## src/rtl/counter_cfg_pkg.sv

```systemverilog
// counter_cfg_pkg: shared types and constants for the counter configuration sequencer.
//   state_t   - sequencer / bus-cycle states
//   REG_0..3  - counter register addresses (A1:A0)
//   ERR_*     - err_code values reported by the sequencer
package counter_cfg_pkg;

    typedef enum logic [2:0] {
        IDLE,
        SETUP,
        STROBE,
        HOLD,
        ARM,
        RUN,
        FINISH,
        FAIL
    } state_t;

    localparam logic [1:0] REG_0 = 2'd0;
    localparam logic [1:0] REG_1 = 2'd1;
    localparam logic [1:0] REG_2 = 2'd2;
    localparam logic [1:0] REG_3 = 2'd3;

    localparam logic [2:0] ERR_NONE    = 3'd0;
    localparam logic [2:0] ERR_CTR     = 3'd1;
    localparam logic [2:0] ERR_TIMEOUT = 3'd2;
    localparam logic [2:0] ERR_ABORT   = 3'd3;
    localparam logic [2:0] ERR_VERIFY  = 3'd4;

endpackage

```

## src/rtl/ctr_bus_cycle.sv

```systemverilog
// ctr_bus_cycle: executes one read or write cycle on the counter bus.
//   SETUP (1 cycle) -> STROBE (WAIT_STATES cycles, nwr or nrd low) -> HOLD (1 cycle).
//   A new go during HOLD chains the next cycle with no gap; otherwise the pins
//   return to idle (strobes high, address and data zero).
// Ports:
//   clk, reset     - clock, asynchronous active-high reset
//   clear          - synchronous abort: drop the cycle and idle the pins
//   go, rnw        - launch a cycle (accepted in IDLE or HOLD); rnw=1 selects a read
//   go_addr        - register address for the launched cycle
//   go_data        - write data for the launched cycle
//   rdata          - counter read data, sampled on the last STROBE cycle of a read
//   nwr, nrd       - active-low write / read strobes
//   addr, din      - registered address and write data
//   rdata_q        - captured read data, valid during HOLD of a read
//   cycle_done     - high during HOLD
module ctr_bus_cycle
    import counter_cfg_pkg::*;
#(
    parameter int unsigned WAIT_STATES = 1
) (
    input  logic       clk,
    input  logic       reset,
    input  logic       clear,
    input  logic       go,
    input  logic       rnw,
    input  logic [1:0] go_addr,
    input  logic [7:0] go_data,
    input  logic [7:0] rdata,
    output logic       nwr,
    output logic       nrd,
    output logic [1:0] addr,
    output logic [7:0] din,
    output logic [7:0] rdata_q,
    output logic       cycle_done
);

    state_t     phase;
    logic       rnw_q;
    logic [2:0] ws_cnt;

    assign cycle_done = (phase == HOLD);

    always_ff @(posedge clk or posedge reset) begin
        if (reset) begin
            phase   <= IDLE;
            nwr     <= 1'b1;
            nrd     <= 1'b1;
            addr    <= REG_0;
            din     <= 8'h00;
            rdata_q <= 8'h00;
            rnw_q   <= 1'b0;
            ws_cnt  <= 3'd0;
        end else if (clear) begin
            phase  <= IDLE;
            nwr    <= 1'b1;
            nrd    <= 1'b1;
            addr   <= REG_0;
            din    <= 8'h00;
            rnw_q  <= 1'b0;
            ws_cnt <= 3'd0;
        end else begin
            case (phase)
                SETUP: begin
                    phase  <= STROBE;
                    ws_cnt <= 3'd1;
                    nwr    <= rnw_q;
                    nrd    <= ~rnw_q;
                end
                STROBE: begin
                    if (ws_cnt == 3'(WAIT_STATES)) begin
                        phase <= HOLD;
                        nwr   <= 1'b1;
                        nrd   <= 1'b1;
                        // The edge ending the last strobe cycle sees the data
                        // the counter drove during that cycle.
                        if (rnw_q) begin
                            rdata_q <= rdata;
                        end
                    end else begin
                        ws_cnt <= ws_cnt + 3'd1;
                    end
                end
                default: begin
                    // IDLE or HOLD: launch the next cycle or release the bus.
                    if (go) begin
                        phase <= SETUP;
                        addr  <= go_addr;
                        din   <= rnw ? 8'h00 : go_data;
                        rnw_q <= rnw;
                    end else begin
                        phase <= IDLE;
                        addr  <= REG_0;
                        din   <= 8'h00;
                        rnw_q <= 1'b0;
                    end
                end
            endcase
        end
    end

endmodule

```

## src/rtl/counter_cfg_sequencer.sv

```systemverilog
// counter_cfg_sequencer: programs counter registers 0..3 over the ncs/nwr/nrd bus,
// pulses start and supervises the run until end-count, counter error, timeout or abort.
// Optional feature macro: READBACK_VERIFY_EN - when defined, a read-back pass over
// registers 0..3 follows the writes and any mismatch fails the sequence before start.
// Ports:
//   clk, reset          - clock, asynchronous active-high reset
//   req, abort          - start a sequence (IDLE only) / cancel an active one
//   cfg_r0..cfg_r3      - configuration bytes for registers 0..3
//   ctr_rdata           - counter read data (read-back pass only)
//   ctr_ec, ctr_err     - counter end-count and error flags
//   ctr_din, ctr_ncs, ctr_nwr, ctr_nrd, ctr_a0, ctr_a1 - counter bus
//   ctr_start           - counter start
//   busy, done, error   - status; done/error are one-cycle pulses
//   err_code            - failure reason, held until the next accepted req
module counter_cfg_sequencer
    import counter_cfg_pkg::*;
#(
    parameter int unsigned WAIT_STATES = 1,
    parameter int unsigned TIMEOUT     = 255
) (
    input  logic       clk,
    input  logic       reset,
    input  logic       req,
    input  logic       abort,
    input  logic [7:0] cfg_r0,
    input  logic [7:0] cfg_r1,
    input  logic [7:0] cfg_r2,
    input  logic [7:0] cfg_r3,
    input  logic [7:0] ctr_rdata,
    input  logic       ctr_ec,
    input  logic       ctr_err,
    output logic [7:0] ctr_din,
    output logic       ctr_ncs,
    output logic       ctr_nwr,
    output logic       ctr_nrd,
    output logic       ctr_a0,
    output logic       ctr_a1,
    output logic       ctr_start,
    output logic       busy,
    output logic       done,
    output logic       error,
    output logic [2:0] err_code
);

`ifdef READBACK_VERIFY_EN
    localparam bit READBACK_EN = 1'b1;
`else
    localparam bit READBACK_EN = 1'b0;
`endif

    localparam logic [15:0] TIMEOUT_LAST = 16'(TIMEOUT - 1);

    // SETUP here spans the whole register-access phase; the per-cycle
    // SETUP/STROBE/HOLD detail lives in ctr_bus_cycle.
    state_t      state;
    logic [1:0]  addr;
    logic [7:0]  cfg_q [4];
    logic        reading;
    logic [15:0] tcnt;

    logic        go;
    logic        go_rnw;
    logic [1:0]  go_addr;
    logic [7:0]  go_data;
    logic        abort_hit;
    logic        verify_bad;
    logic        bus_done;
    logic [1:0]  bus_addr;
    logic [7:0]  bus_rdata;

    always_comb begin
        // FINISH and FAIL already end the sequence on their own next cycle.
        abort_hit  = abort && ((state == SETUP) || (state == ARM) || (state == RUN));
        verify_bad = reading && bus_done && (bus_rdata != cfg_q[addr]);
        go         = 1'b0;
        go_rnw     = reading;
        go_addr    = addr;
        go_data    = cfg_q[addr];
        if (!abort_hit) begin
            if ((state == IDLE) && req) begin
                go      = 1'b1;
                go_rnw  = 1'b0;
                go_addr = REG_0;
                go_data = cfg_r0;
            end else if ((state == SETUP) && bus_done && !verify_bad) begin
                if (addr != REG_3) begin
                    go      = 1'b1;
                    go_addr = addr + 2'd1;
                    go_data = cfg_q[addr + 2'd1];
                end else if (READBACK_EN && !reading) begin
                    go      = 1'b1;
                    go_rnw  = 1'b1;
                    go_addr = REG_0;
                    go_data = 8'h00;
                end
            end
        end
    end

    ctr_bus_cycle #(
        .WAIT_STATES(WAIT_STATES)
    ) u_bus (
        .clk       (clk),
        .reset     (reset),
        .clear     (abort_hit),
        .go        (go),
        .rnw       (go_rnw),
        .go_addr   (go_addr),
        .go_data   (go_data),
        .rdata     (ctr_rdata),
        .nwr       (ctr_nwr),
        .nrd       (ctr_nrd),
        .addr      (bus_addr),
        .din       (ctr_din),
        .rdata_q   (bus_rdata),
        .cycle_done(bus_done)
    );

    assign ctr_a0 = bus_addr[0];
    assign ctr_a1 = bus_addr[1];

    always_ff @(posedge clk or posedge reset) begin
        if (reset) begin
            state     <= IDLE;
            addr      <= REG_0;
            for (int i = 0; i < 4; i++) begin
                cfg_q[i] <= 8'h00;
            end
            reading   <= 1'b0;
            tcnt      <= 16'd0;
            ctr_ncs   <= 1'b1;
            ctr_start <= 1'b0;
            busy      <= 1'b0;
            done      <= 1'b0;
            error     <= 1'b0;
            err_code  <= ERR_NONE;
        end else begin
            done  <= 1'b0;
            error <= 1'b0;
            if (abort_hit) begin
                state     <= FAIL;
                ctr_ncs   <= 1'b1;
                ctr_start <= 1'b0;
                error     <= 1'b1;
                err_code  <= ERR_ABORT;
            end else begin
                case (state)
                    IDLE: begin
                        if (req) begin
                            cfg_q[0] <= cfg_r0;
                            cfg_q[1] <= cfg_r1;
                            cfg_q[2] <= cfg_r2;
                            cfg_q[3] <= cfg_r3;
                            err_code <= ERR_NONE;
                            addr     <= REG_0;
                            reading  <= 1'b0;
                            ctr_ncs  <= 1'b0;
                            busy     <= 1'b1;
                            state    <= SETUP;
                        end
                    end
                    SETUP: begin
                        if (bus_done) begin
                            if (verify_bad) begin
                                state    <= FAIL;
                                ctr_ncs  <= 1'b1;
                                error    <= 1'b1;
                                err_code <= ERR_VERIFY;
                            end else if (addr != REG_3) begin
                                addr <= addr + 2'd1;
                            end else if (READBACK_EN && !reading) begin
                                reading <= 1'b1;
                                addr    <= REG_0;
                            end else begin
                                state     <= ARM;
                                reading   <= 1'b0;
                                ctr_ncs   <= 1'b1;
                                ctr_start <= 1'b1;
                                tcnt      <= 16'd0;
                            end
                        end
                    end
                    ARM: begin
                        state <= RUN;
                    end
                    RUN: begin
                        if (ctr_err) begin
                            state     <= FAIL;
                            ctr_start <= 1'b0;
                            error     <= 1'b1;
                            err_code  <= ERR_CTR;
                        end else if (ctr_ec) begin
                            state     <= FINISH;
                            ctr_start <= 1'b0;
                            done      <= 1'b1;
                        end else if (tcnt == TIMEOUT_LAST) begin
                            state     <= FAIL;
                            ctr_start <= 1'b0;
                            error     <= 1'b1;
                            err_code  <= ERR_TIMEOUT;
                        end else begin
                            tcnt <= tcnt + 16'd1;
                        end
                    end
                    FINISH, FAIL: begin
                        state <= IDLE;
                        busy  <= 1'b0;
                    end
                    default: begin
                        state <= IDLE;
                        busy  <= 1'b0;
                    end
                endcase
            end
        end
    end

endmodule

```

## config.mk

```make
export PLATFORM = sky130hd
export DESIGN_NAME = counter_cfg_sequencer
export DESIGN_NICKNAME = d
export VERILOG_FILES = /design/src/rtl/counter_cfg_pkg.sv /design/src/rtl/ctr_bus_cycle.sv /design/src/rtl/counter_cfg_sequencer.sv
export SDC_FILE = /design/constraint.sdc
export NUM_CORES = 1
export LEC_CHECK = 0
export ABC_CLOCK_PERIOD_IN_PS = 3200
export CAP_MARGIN = 20
export CORE_ASPECT_RATIO = 2
export CORE_UTILIZATION = 35
export DETAILED_ROUTE_END_ITERATION = 8
export GPL_ROUTABILITY_DRIVEN = 0
export PLACE_DENSITY_LB_ADDON = 0.05
export SYNTH_ARGS = -nofsm -noshare
export SYNTH_HDL_FRONTEND = slang
export SYNTH_HIERARCHICAL = 1
export SYNTH_SLANG_ARGS = --single-unit
```

## constraint.sdc

```tcl
create_clock -name clk -period 3.2 [get_ports clk]
set_input_delay 0.64 -clock clk [delete_from_list [all_inputs] [get_ports clk]]
set_output_delay 0.64 -clock clk [all_outputs]
set_load 0.02 [all_outputs]
```

==> summary.md <==
| Metric | Value |
|---|---|
| Pint | 2.86 mW |
| Crit path max fanout | 11 |
| WL final | 11,200 um |
| Max_slew headroom | 0.501 |
| DRC Markers | 0 |
| DP HPWL | 8310 um |
| Largest net degree at the start of global routing | 34 |
| Arr. time, crit path | 3.02 ns |
| Total gr overflow | 0 |
| Mapped Cells | 458 |
| Pwr per Cell Area | 814 nW/um^2 |
| Clock root cell | clkbuf_16 |
| Maxcap violations | 0 |
| I/O pins | 66 |
| First-pass GRT wire length | 18,800 um |
| Postcts setup bufs | 0 |
| Sum Neg Setup Slack | 0 ns |
| CTS sink cnt | 79 |
| Max VDD drop | 450 uV |
| Combinational share of power | 0.400 |
| Vert. Die Dim | 160 um |
| Worst Path Required | 3.45 ns |
| CTS buffer count | 9 |
| Leakage | 2.42 nW |
| Hold Path Class | reg -> reg |
| Drt pass-1 iters | 4 |
| Initial antenna violation count | 0 |
| Row count | 57 |
| Core area | 12,100 um^2 |
| Sw Pwr | between 1.5 and 2 mW |
| Reg clk slew, reported paths | 0.06 ns |
| CTS H-tree lvls | 3 |
| Syn. warnings | 6 |
| Hold Violations, Final | 0 |
| Final non-filler cell total | 670 |
| Final setup viols | 0 |
| Tmin final | around 2.8 ns |
| Fin nets | around 580 |
| Max Clock Skew | 0.00502 ns |
| Final Max Slew Viols | 0 |
| Sequential share of power | 0.350 |
| Vias in the first global route | ~3,700 |
| GRT Total Usage | 0.192 |
| Die Area | 12,900 um^2 |
| DP Cell Count | about 650 |
| Max Fclk | 0.362 GHz |
| Most frequent cells in the layout | 116 x nand2_1, 76 x dfrtp_1, 57 x clkdlybuf4s50_1 |
| RSZ-0062 raised after global routing | false |
| Cts hold-fix bufs | 0 |
| # diodes | 0 |
| Routed length per instance | 16.7 um |
| Syn avg cell area | 9.50 um^2 |
| Startpoint Class | flop |
| PortBufs | 57 |
| Crit Path Class | reg -> reg |
| Clk buf depth | 2 |
| Via count | 3,519 |
| Clk_lat worst skew | 0.33 ns |
| Width of the die | 80.8 um |
| Layout cells sized above 1 | 0.124 |
| Initial Util | 0.359 |
| Commonest non-fill, non-tap cell in the layout | nand2_1 |
| Layout area overhead | 25.4% |
| Switching Share | 0.355 |
| Status | finished, final reports clean |
| Via density | between 5 and 6 |
| Mapped cell area | 4350 um^2 |
| Critical Path Sink Type | flop |
| Antenna Nets Post-Route | 0 |
| Least-Margin Pin Slew | 0.748 ns |
| CTS resizes | 0 |
| Final period util | 0.864 |
| CTS tree | yes |
| Clock group share of total power | 0.250 |
| Number of DRC markers in iteration 0 | 151 |
worst max-delay path: stages, from the launching register on:
cell and delay [ns]:
dfrtp_1 0.57, ha_1 0.31, or3_1 0.59, a21oi_1 0.26, nor2b_1 0.60, nand3_1 0.15, a21oi_1 0.20
worst paths after layout:
kind / end / cells past startpoint / startpoint / slack [ns]
setup / recovery: u_bus/din[4] / 6 / addr[1] / 0.44
hold / removal: ctr_start / 1 / ctr_start / 0.49
setup reg to reg: u_bus/din[4] / 6 / addr[1] / 0.44
hold reg to reg: ctr_start / 1 / ctr_start / 0.49
max in group asynchronous: tcnt[8] / 3 / reset / 1.76
min in group asynchronous: addr[1] / 2 / reset / 0.71
metal layers:
metal / GRT usage / share of wire / wire length, um
met2: 0.343 / 0.56 / 6300
met5: 0 / 0 / 0
met3: 0.0371 / 0.025 / 286
met1: 0.221 / 0.39 / 4410
met4: 0.0674 / 0.020 / 223
registers in the layout (all words and copies together), names as in the netlist, 2 cells and up:
register,cells
tcnt,16
addr,2
u_bus/addr,2
u_bus/ws_cnt,3
err_code,3
u_bus/din,8
state,3
cfg_q,32
u_bus/phase,2
final cells by class:
class	count	area, um^2
Clock buffer	11	243
Clock inverter	5	81.3
Fill cell	1220	6670
Inverter	15	56.3
Multi-Input combinational cell	341	2230
Sequential cell	79	1980
Tap cell	147	184
Timing Repair Buffer	72	683
per-stage QoR:
stage | total power [mW] | setup slack, ns | area, um^2 | util | hold WS (ns)
2_1_floorplan | 2.80 | 0.586 | 4360 | - | 0.457
3_5_place_dp | 3.36 | 0.435 | 5130 | 0.423 | 0.472
6_report | 4.44 | 0.435 | 5460 | 0.450 | 0.486
5_1_grt | 4.76 | 0.191 | 5460 | 0.450 | 0.514
3_3_place_gp | 3.31 | 0.500 | 5130 | 0.423 | 0.466
4_1_cts | 4.50 | 0.417 | 5460 | 0.450 | 0.490
power groups by stage:
| stage | Sequential, mW | Combinational [mW] | Clock [mW] |
|---|---|---|---|
| after floorplan | 1.51 | 1.29 | 0 |
| after global placement | 1.55 | 1.75 | 0 |
| after detailed placement | 1.57 | 1.78 | 0 |
| after CTS | 1.56 | 1.79 | 1.14 |
| after global routing | 1.60 | 1.97 | 1.19 |
| final | 1.55 | 1.78 | 1.11 |
No activity file was read; power rests on OpenSTA's default activity.
